**config.mk**
```make
export PLATFORM = sky130hd
export DESIGN_NAME = video_scanout_flat
export DESIGN_NICKNAME = d
export VERILOG_FILES = /design/src/rtl/video_scanout_if.sv /design/src/rtl/video_scanout.sv /design/src/flat_wrapper.sv
export SDC_FILE = /design/constraint.sdc
export NUM_CORES = 1
export LEC_CHECK = 0
export CAP_MARGIN = 20
export CORE_MARGIN = 5
export CORE_UTILIZATION = 30
export CTS_BUF_LIST = sky130_fd_sc_hd__clkbuf_16
export DETAILED_ROUTE_END_ITERATION = 7
export DONT_BUFFER_PORTS = 1
export PLACE_DENSITY = 0.45
export RECOVER_POWER = 100
export SETUP_SLACK_MARGIN = 0.02
export SLEW_MARGIN = 20
export SYNTH_ARGS = -nofsm -noshare
export SYNTH_HDL_FRONTEND = slang
export SYNTH_SLANG_ARGS = --single-unit
```
**constraint.sdc**
```tcl
create_clock -name clk -period 3.7 [get_ports clk]
set_clock_uncertainty 0.05 [all_clocks]
set_input_delay 0.555 -clock clk [delete_from_list [all_inputs] [get_ports clk]]
set_output_delay 0.555 -clock clk [all_outputs]
set_load 0.02 [all_outputs]
```
**src/rtl/video_scanout_if.sv**
```systemverilog
// Video RAM read port: registered byte address out, data byte returned one clock later.
interface video_scanout_if;
    logic [14:0] vram_addr;
    logic [7:0]  vram_data;

    modport master (output vram_addr, input vram_data);
    modport slave  (input vram_addr, output vram_data);
endinterface

```
**src/rtl/video_scanout.sv**
```systemverilog
// Raster timing generator with a 1-bpp bitmap window fetched from video RAM.
// Video outputs lag the (h,v) counters by two clocks.
module video_scanout #(
    parameter int H_ACTIVE = 640,
    parameter int H_FP     = 16,
    parameter int H_SYNC   = 96,
    parameter int H_BP     = 48,
    parameter int V_ACTIVE = 480,
    parameter int V_FP     = 10,
    parameter int V_SYNC   = 2,
    parameter int V_BP     = 33,
    parameter int WIN_X    = 64,
    parameter int WIN_Y    = 69,
    parameter int WIN_W    = 512,
    parameter int WIN_H    = 342
) (
    input  logic            clk,
    input  logic            reset,
    input  logic [14:0]     base_addr,
    input  logic            invert,
    video_scanout_if.master vram,
    output logic            pixel,
    output logic            de,
    output logic            hsync_n,
    output logic            vsync_n,
    output logic            frame_irq
);
    localparam logic [9:0] H_LAST   = 10'(H_ACTIVE + H_FP + H_SYNC + H_BP - 1);
    localparam logic [9:0] V_LAST   = 10'(V_ACTIVE + V_FP + V_SYNC + V_BP - 1);
    localparam logic [9:0] H_ACT    = 10'(H_ACTIVE);
    localparam logic [9:0] V_ACT    = 10'(V_ACTIVE);
    localparam logic [9:0] HS_START = 10'(H_ACTIVE + H_FP);
    localparam logic [9:0] HS_END   = 10'(H_ACTIVE + H_FP + H_SYNC);
    localparam logic [9:0] VS_START = 10'(V_ACTIVE + V_FP);
    localparam logic [9:0] VS_END   = 10'(V_ACTIVE + V_FP + V_SYNC);
    localparam logic [9:0] WIN_X0   = 10'(WIN_X);
    localparam logic [9:0] WIN_X1   = 10'(WIN_X + WIN_W);
    localparam logic [9:0] WIN_Y0   = 10'(WIN_Y);
    localparam logic [9:0] WIN_Y1   = 10'(WIN_Y + WIN_H);
    localparam logic [2:0] WIN_X_PH = 3'(WIN_X);

    logic [9:0]  h_q, h_d, v_q, v_d;
    logic [9:0]  h_nx, row, colf;
    logic        row_in, col_in, fetch;
    logic [14:0] base_l_q, base_l_d;
    logic [14:0] vram_addr_q, vram_addr_d;
    logic [7:0]  sr_q, sr_d;
    logic        de1_q, de1_d, hs1_q, hs1_d, vs1_q, vs1_d, ld1_q, ld1_d, irq1_q, irq1_d;
    logic        de_q, de_d, hs_q, hs_d, vs_q, vs_d, irq_q, irq_d;

    always_comb begin
        h_nx = h_q + 10'd1;
        h_d  = (h_q == H_LAST) ? '0 : h_nx;
        v_d  = v_q;
        if (h_q == H_LAST) begin
            v_d = (v_q == V_LAST) ? '0 : v_q + 10'd1;
        end

        row    = v_q - WIN_Y0;
        colf   = h_nx - WIN_X0;
        row_in = (v_q >= WIN_Y0) && (v_q < WIN_Y1);
        col_in = (h_q >= WIN_X0) && (h_q < WIN_X1);

        // Address is registered a cycle ahead so it is valid during h = WIN_X + 8k.
        fetch = row_in && (h_nx >= WIN_X0) && (h_nx < WIN_X1) && (colf[2:0] == 3'd0);
        vram_addr_d = fetch ? (base_l_q + 15'({row, 6'd0}) + {8'd0, colf[9:3]})
                            : vram_addr_q;

        base_l_d = ((h_q == '0) && (v_q == V_ACT)) ? base_addr : base_l_q;

        de1_d  = (h_q < H_ACT) && (v_q < V_ACT);
        hs1_d  = !((h_q >= HS_START) && (h_q < HS_END));
        vs1_d  = !((v_q >= VS_START) && (v_q < VS_END));
        ld1_d  = row_in && col_in && (h_q[2:0] == WIN_X_PH);
        irq1_d = (h_q == '0) && (v_q == V_ACT);

        // Shift register doubles as the pixel output flop; zeros shifted in blank the border.
        sr_d = ld1_q ? (vram.vram_data ^ {8{invert}}) : {sr_q[6:0], 1'b0};

        de_d  = de1_q;
        hs_d  = hs1_q;
        vs_d  = vs1_q;
        irq_d = irq1_q;
    end

    always_ff @(posedge clk or posedge reset) begin
        if (reset) begin
            h_q         <= '0;
            v_q         <= '0;
            base_l_q    <= '0;
            vram_addr_q <= '0;
            sr_q        <= '0;
            de1_q       <= 1'b0;
            hs1_q       <= 1'b1;
            vs1_q       <= 1'b1;
            ld1_q       <= 1'b0;
            irq1_q      <= 1'b0;
            de_q        <= 1'b0;
            hs_q        <= 1'b1;
            vs_q        <= 1'b1;
            irq_q       <= 1'b0;
        end else begin
            h_q         <= h_d;
            v_q         <= v_d;
            base_l_q    <= base_l_d;
            vram_addr_q <= vram_addr_d;
            sr_q        <= sr_d;
            de1_q       <= de1_d;
            hs1_q       <= hs1_d;
            vs1_q       <= vs1_d;
            ld1_q       <= ld1_d;
            irq1_q      <= irq1_d;
            de_q        <= de_d;
            hs_q        <= hs_d;
            vs_q        <= vs_d;
            irq_q       <= irq_d;
        end
    end

    assign vram.vram_addr = vram_addr_q;
    assign pixel          = sr_q[7];
    assign de             = de_q;
    assign hsync_n        = hs_q;
    assign vsync_n        = vs_q;
    assign frame_irq      = irq_q;
endmodule

```
**src/flat_wrapper.sv**
```systemverilog
// flat-port wrapper written by rule: the top's interface ports become plain ports
module video_scanout_flat 
#(
    parameter int H_ACTIVE = 640,
    parameter int H_FP     = 16,
    parameter int H_SYNC   = 96,
    parameter int H_BP     = 48,
    parameter int V_ACTIVE = 480,
    parameter int V_FP     = 10,
    parameter int V_SYNC   = 2,
    parameter int V_BP     = 33,
    parameter int WIN_X    = 64,
    parameter int WIN_Y    = 69,
    parameter int WIN_W    = 512,
    parameter int WIN_H    = 342
)
  (clk, reset, base_addr, invert, pixel, de, hsync_n, vsync_n, frame_irq, vram_vram_addr, vram_vram_data);
  video_scanout_if vram_i ();
  input  logic clk;
  input  logic reset;
  input  logic [14:0] base_addr;
  input  logic invert;
  output logic pixel;
  output logic de;
  output logic hsync_n;
  output logic vsync_n;
  output logic frame_irq;
  output wire logic [$bits(vram_i.vram_addr)-1:0] vram_vram_addr;
  input wire logic [$bits(vram_i.vram_data)-1:0] vram_vram_data;
  assign vram_vram_addr = vram_i.vram_addr;
  assign vram_i.vram_data = vram_vram_data;
  video_scanout #(.H_ACTIVE(H_ACTIVE), .H_FP(H_FP), .H_SYNC(H_SYNC), .H_BP(H_BP), .V_ACTIVE(V_ACTIVE), .V_FP(V_FP), .V_SYNC(V_SYNC), .V_BP(V_BP), .WIN_X(WIN_X), .WIN_Y(WIN_Y), .WIN_W(WIN_W), .WIN_H(WIN_H)) u_core (.clk(clk), .reset(reset), .base_addr(base_addr), .invert(invert), .vram(vram_i), .pixel(pixel), .de(de), .hsync_n(hsync_n), .vsync_n(vsync_n), .frame_irq(frame_irq));
endmodule
```
== Word level (Yosys, flattened, before mapping) ==
Cells that the tools add are included.

* Bits in registers: 67
* Output and inout bits: 20

* Bitwise gates (word level): 1
* Multiplexer cells: 3
* $add $sub $neg: 6
* Equal/unequal tests: 3
* Order comparisons: 12
* Reduce and logical (&&, ||, !) cells: 16

{| class="wikitable"
|+ Operators with widths
! operator !! number
|-
| $lt 10x10->1 const B || 4
|-
| $ge 10x7->1 const B || 3
|-
| $lt 10x9->1 const B || 3
|-
| $add 10x1->10 const B || 2
|-
| $eq 10x10->1 const B || 2
|-
| $mux 10 || 2
|-
| $add 15x15->15 || 1
|-
| $add 15x7->15 || 1
|-
| $logic_and 1x1->1 || 11
|-
| $eq 10x9->1 const B || 1
|-
| $ge 10x10->1 const B || 1
|-
| $ge 10x9->1 const B || 1
|-
| $logic_not 10->1 || 1
|-
| $sub 10x7->10 const B || 1
|-
| $sub 9x7->9 const B || 1
|-
| $mux 8 || 1
|-
| $xor 8x8->8 || 1
|-
| $logic_not 3->1 || 2
|-
| $logic_not 1->1 || 2
|}

== Logic depth before layout (Yosys ltp) ==
* Word-level depth: 5
* Mapped depth: 17
* Depth with buffers taken out: 16

== Least setup slack after synthesis ==
No wires, ideal clock.

* Path type: register to register
* Start point: register u_core.h_q[0]
* End point: register u_core.vram_addr_q[14], in the netlist u_core.vram.vram_addr[14]
* Stages on the path, launching flop included: 17
* Path buffers: 1
* Slack: -0.069 ns
* Data arrival time: 3.594 ns
* Clock period less this slack: 3.769 ns
* Cells stage by stage: dfrtp_1 -> ha_1 -> and3_1 -> buf_6 -> nand3_1 -> xor2_1 -> nand3_1 -> xnor2_1 -> fa_1 -> inv_1 -> ha_1 -> o21ai_0 -> a21oi_1 -> nand4_1 -> o311ai_0 -> xnor2_1 -> mux2_2

* Cells in the longest elaborated chain, start to end: 5

{| class="wikitable"
|+ Ends and longest elaborated chain
! what !! RTL line !! source
|-
| start, declared || video_scanout.sv:42 || <nowiki>logic [9:0] h_q, h_d, v_q, v_d;</nowiki>
|-
| start signal, assigned || video_scanout.sv:88 || <nowiki>h_q <= '0;</nowiki>
|-
| start signal, assigned || video_scanout.sv:103 || <nowiki>h_q <= h_d;</nowiki>
|-
| $add 10x1->10 * || video_scanout.sv:52 || <nowiki>h_nx = h_q + 10'd1;</nowiki>
|-
| branches (longest 4 deep; another with $add 15x7->15) || - ||
|-
| end signal, assigned || video_scanout.sv:106 || <nowiki>vram_addr_q <= vram_addr_d;</nowiki>
|-
| end, declared || video_scanout.sv:46 || <nowiki>logic [14:0] vram_addr_q, vram_addr_d;</nowiki>
|}

Every way passes the cells marked *.
A chain may end at the register's enable or synchronous reset.

== Worst setup path in the final report ==
* Start point: register u_core.h_q[1]
* End point: register u_core.vram_addr_q[11], in the netlist u_core.vram.vram_addr[11]

The elaborated chain is that of the path after synthesis.

==> out/metrics.cfg <==
[finish]
layout_commonest_cell=dfrtp_1
drive_above_1_share_pct=22.89
nets=438
diodes=0
final_area_sq_um=4623
layout_common_cells=62 x dfrtp_1, 32 x ha_1, 30 x xnor2_1
area_growth_pct=17.04
fillers=1305

[detailed_routing]
drt-total-wl_microns=8491
drt_iter0_markers=86
postRouteAntennaNets=0
drc=0
wl_per_cell_microns=15.27
via_per_inst=4.763
drt-pass1-iter-count=4
dr_total_vias=2648

[synthesis]
synthCells=364
syn_nets=427
synth_top_area_share_pct=39.91
async_flop_share_pct=100.0
synth_edf_count=0
syn_avg_cell_area_sq_um=10.85
synth_cell_types=49
ys_seq_area_share_pct=42.57
synth.yosys.warnings=0
synthesis.area_sq_um=3950
ys.flop_type=dfrtp_1
yosys_register_bits=67
ys_top_cells_by_area=dfrtp_1 40%, ha_1 11%, xnor2_1 6.9%
yosysTopAreaCell=dfrtp_1

[power]
design_power_total_uw=1649
combPwrFrac_pct=1.4
ir_drop_v=0.0001553
clkPwrFrac_pct=54.1
intPower_uw=1321
power_switching_uw=327.8
p_leak_uw=0.002086
seqPwrFrac_pct=44.5
power_density_nw_per_um2=356.6
power.share.switching_pct=19.88

[setup_path]
crit_path_max_incr_delay_ns=0.49
crit_type=register to register
cp_cell_sequence=ha_1 -> and3_4 -> nand3_2 -> xnor2_2 -> inv_2 -> nand3_1 -> xnor2_1 -> fa_1 -> inv_1 -> ha_4 -> buf_4 -> nor4_1 -> nor2_1 -> a31o_2 -> a21oi_2 -> xnor2_1 -> mux2_2
crit_arrival_ns=3.65
cpMostUsedCell=xnor2_1
path_buf_inv=3
r2r_cells=17
reg2reg_slack_ns=0.22
cp_top_family=adder cells
rr_endpoint=u_core.vram.vram_addr[11]$_DFFE_PP0P_
path_max_fanout=5
cp.required_ns=3.87
critPathCaptureType=register
slowest_stage=fa_1
cp-start-kind=register
reg2reg_from=u_core.h_q[1]$_DFF_PP0_

[placed_design]
routabilityCongestion=0.8657
place_area_sq_um=4194
port-buffer-count=0
dp_hpwl_microns=6177

[worst_hold_path]
hold_path.class=register to register
min-delay-start=u_core.irq1_q$_DFF_PP0_
holdPathEnd=u_core.frame_irq$_DFF_PP0_
hold_depth=0

[floorplan]
rows=42
die-area_sq_um=15560
initial_utilization_pct=30.19
die_x_microns=124.7
core_sq_um=13090
die_height_microns=124.7
pin_count=46

[grt]
grt_pass1_wl_microns=13940
overflow=0
grt_max_degree=38
grt_use_total_pct=11.23
antenna_found_initial=0
grt_pass1_vias=2734

[sta]
slew_viol_final=0
finalHoldViolCount=0
max_slew_margin_pct=17.32
setup_tns_ns=0
finalCritPeriodShare_pct=94.07
tightest_slew_ns=1.239
fmax_mhz=287.3
fin_crit_ns=3.481
setup_viol=0

[status]
status=complete, no violations

[cts]
clock_path_buffers=2
cts_sinks=67
h-tree-depth=3
clk_pin_slew_ns=0.05
clock-root-buffer=clkbuf_16
clk_latency_ns=0.34
tritoncts=built
numCtsBuffers=9

[run]
cap_violations=0

## stage by stage
stage / cells / setup WS, ns / util [%] / hold slack [ns]
final: 556 / 0.2194 / 35.33 / 0.3045
after detailed placement: 539 / -0.07702 / 32.05 / 0.2950
after global routing: 556 / -0.06021 / 35.33 / 0.2965
after CTS: 555 / 0.04282 / 34.45 / 0.1722
after floorplan: 364 / 0.06517 / - / 0.2812
after global placement: 539 / 0.1156 / 32.05 / 0.2851
## registers in the layout, indices dropped and copies added (netlist names)
register and flops:
u_core.base_l_q 15, u_core.de 1, u_core.de1_q 1, u_core.frame_irq 1, u_core.h_q 10, u_core.hs1_q 1, u_core.hsync_n 1, u_core.irq1_q 1
u_core.ld1_q 1, u_core.sr_q 8, u_core.v_q 10, u_core.vram.vram_addr 15, u_core.vs1_q 1, u_core.vsync_n 1
## cells in the mapped netlist (3+ instances only)
| library cell | count |
|---|---|
| nand2_1 | 17 |
| clkbuf_1 | 9 |
| dfstp_2 | 4 |
| xnor2_1 | 31 |
| a211oi_1 | 4 |
| a21oi_1 | 18 |
| nor4_1 | 3 |
| mux2_4 | 10 |
| and2_1 | 5 |
| nor2_1 | 28 |
| mux2_2 | 21 |
| nor4b_1 | 5 |
| buf_2 | 3 |
| xor2_1 | 12 |
| dfrtp_1 | 63 |
| nand3_1 | 11 |
| inv_1 | 17 |
| nor3_1 | 7 |
| ha_1 | 35 |
| o21ai_0 | 16 |
| a21o_1 | 4 |
| nand4_1 | 5 |
| and3_1 | 3 |
## layer usage
layer  vias to the layer above  track usage, %  routed length [microns]  share of wire (%)
met3                        13           3.816                      405                4.8
met1                      1292           14.32                     3829                 45
li1                       1305               -                        -                  -
met5                         -               0                        0                  0
met4                         0           5.029                      166                2.0
met2                        38           17.21                     4088                 48
## worst max path at each step
stage	from	to	slack [ns]	cells past startpoint
final	u_core.h_q[1]$_DFF_PP0_	u_core.vram.vram_addr[11]$_DFFE_PP0P_	0.22	17
after CTS	u_core.h_q[0]$_DFF_PP0_	u_core.vram.vram_addr[14]$_DFFE_PP0P_	0.04	16
after detailed placement	u_core.h_q[0]$_DFF_PP0_	u_core.vram.vram_addr[14]$_DFFE_PP0P_	-0.08	16
after floorplan	u_core.h_q[0]$_DFF_PP0_	u_core.vram.vram_addr[14]$_DFFE_PP0P_	0.07	16
after global routing	u_core.h_q[1]$_DFF_PP0_	u_core.vram.vram_addr[14]$_DFFE_PP0P_	-0.06	16
after global placement	u_core.h_q[0]$_DFF_PP0_	u_core.vram.vram_addr[14]$_DFFE_PP0P_	0.12	16
## power by group through the flow
stage | combinational [uW] | sequential [uW] | clock [uW]
floorplan | 19.7 | 746 | 0
global placement | 24.7 | 746 | 0
detailed placement | 25.5 | 746 | 0
CTS | 25.3 | 733 | 928
global route | 28.1 | 733 | 959
finish | 23.6 | 734 | 891
## final cells by class
class	count	area (sq um)	area share (%)
Clock inverter	7	82.58	1.786
Multi-Input combinational cell	263	2221	48.04
Sequential cell	67	1683	36.40
Timing Repair Buffer	17	127.6	2.760
Clock buffer	9	225.2	4.871
Inverter	17	63.81	1.380
Tap cell	176	220.2	4.763
## kinds of logic (layout without fill, tap and decap cells)
logic type	Yosys count	after routing	synth area share, %
buffers and inverters	34	50	4.244
DFF	67	67	42.57
xor gates and xnor gates	44	44	9.946
and+or+nand+nor	94	94	12.39
muxes	31	31	9.788
adders and majority gates	37	37	12.10
AOI/OAI and AO/OA	57	57	8.964
## worst register-to-register path, stage by stage, from the launching register on
cell	delay (ns)
dfrtp_1	0.35
ha_1	0.17
and3_4	0.21
nand3_2	0.12
xnor2_2	0.19
inv_2	0.07
nand3_1	0.09
xnor2_1	0.16
fa_1	0.49
inv_1	0.06
ha_4	0.19
buf_4	0.14
nor4_1	0.24
nor2_1	0.10
a31o_2	0.25
a21oi_2	0.14
xnor2_1	0.08
mux2_2	0.26
## repair_timing
item | 4_1_cts | 5_1_grt
endpoints found under the setup margin | 3 | 6
endpoints found under the hold margin | 0 | 0
hold buffers | 0 | 0
buffers inserted | 0 | 1
pin swaps | 1 | 8
gates resized for setup | 3 | 22
(Power assumes the default switching activity.)
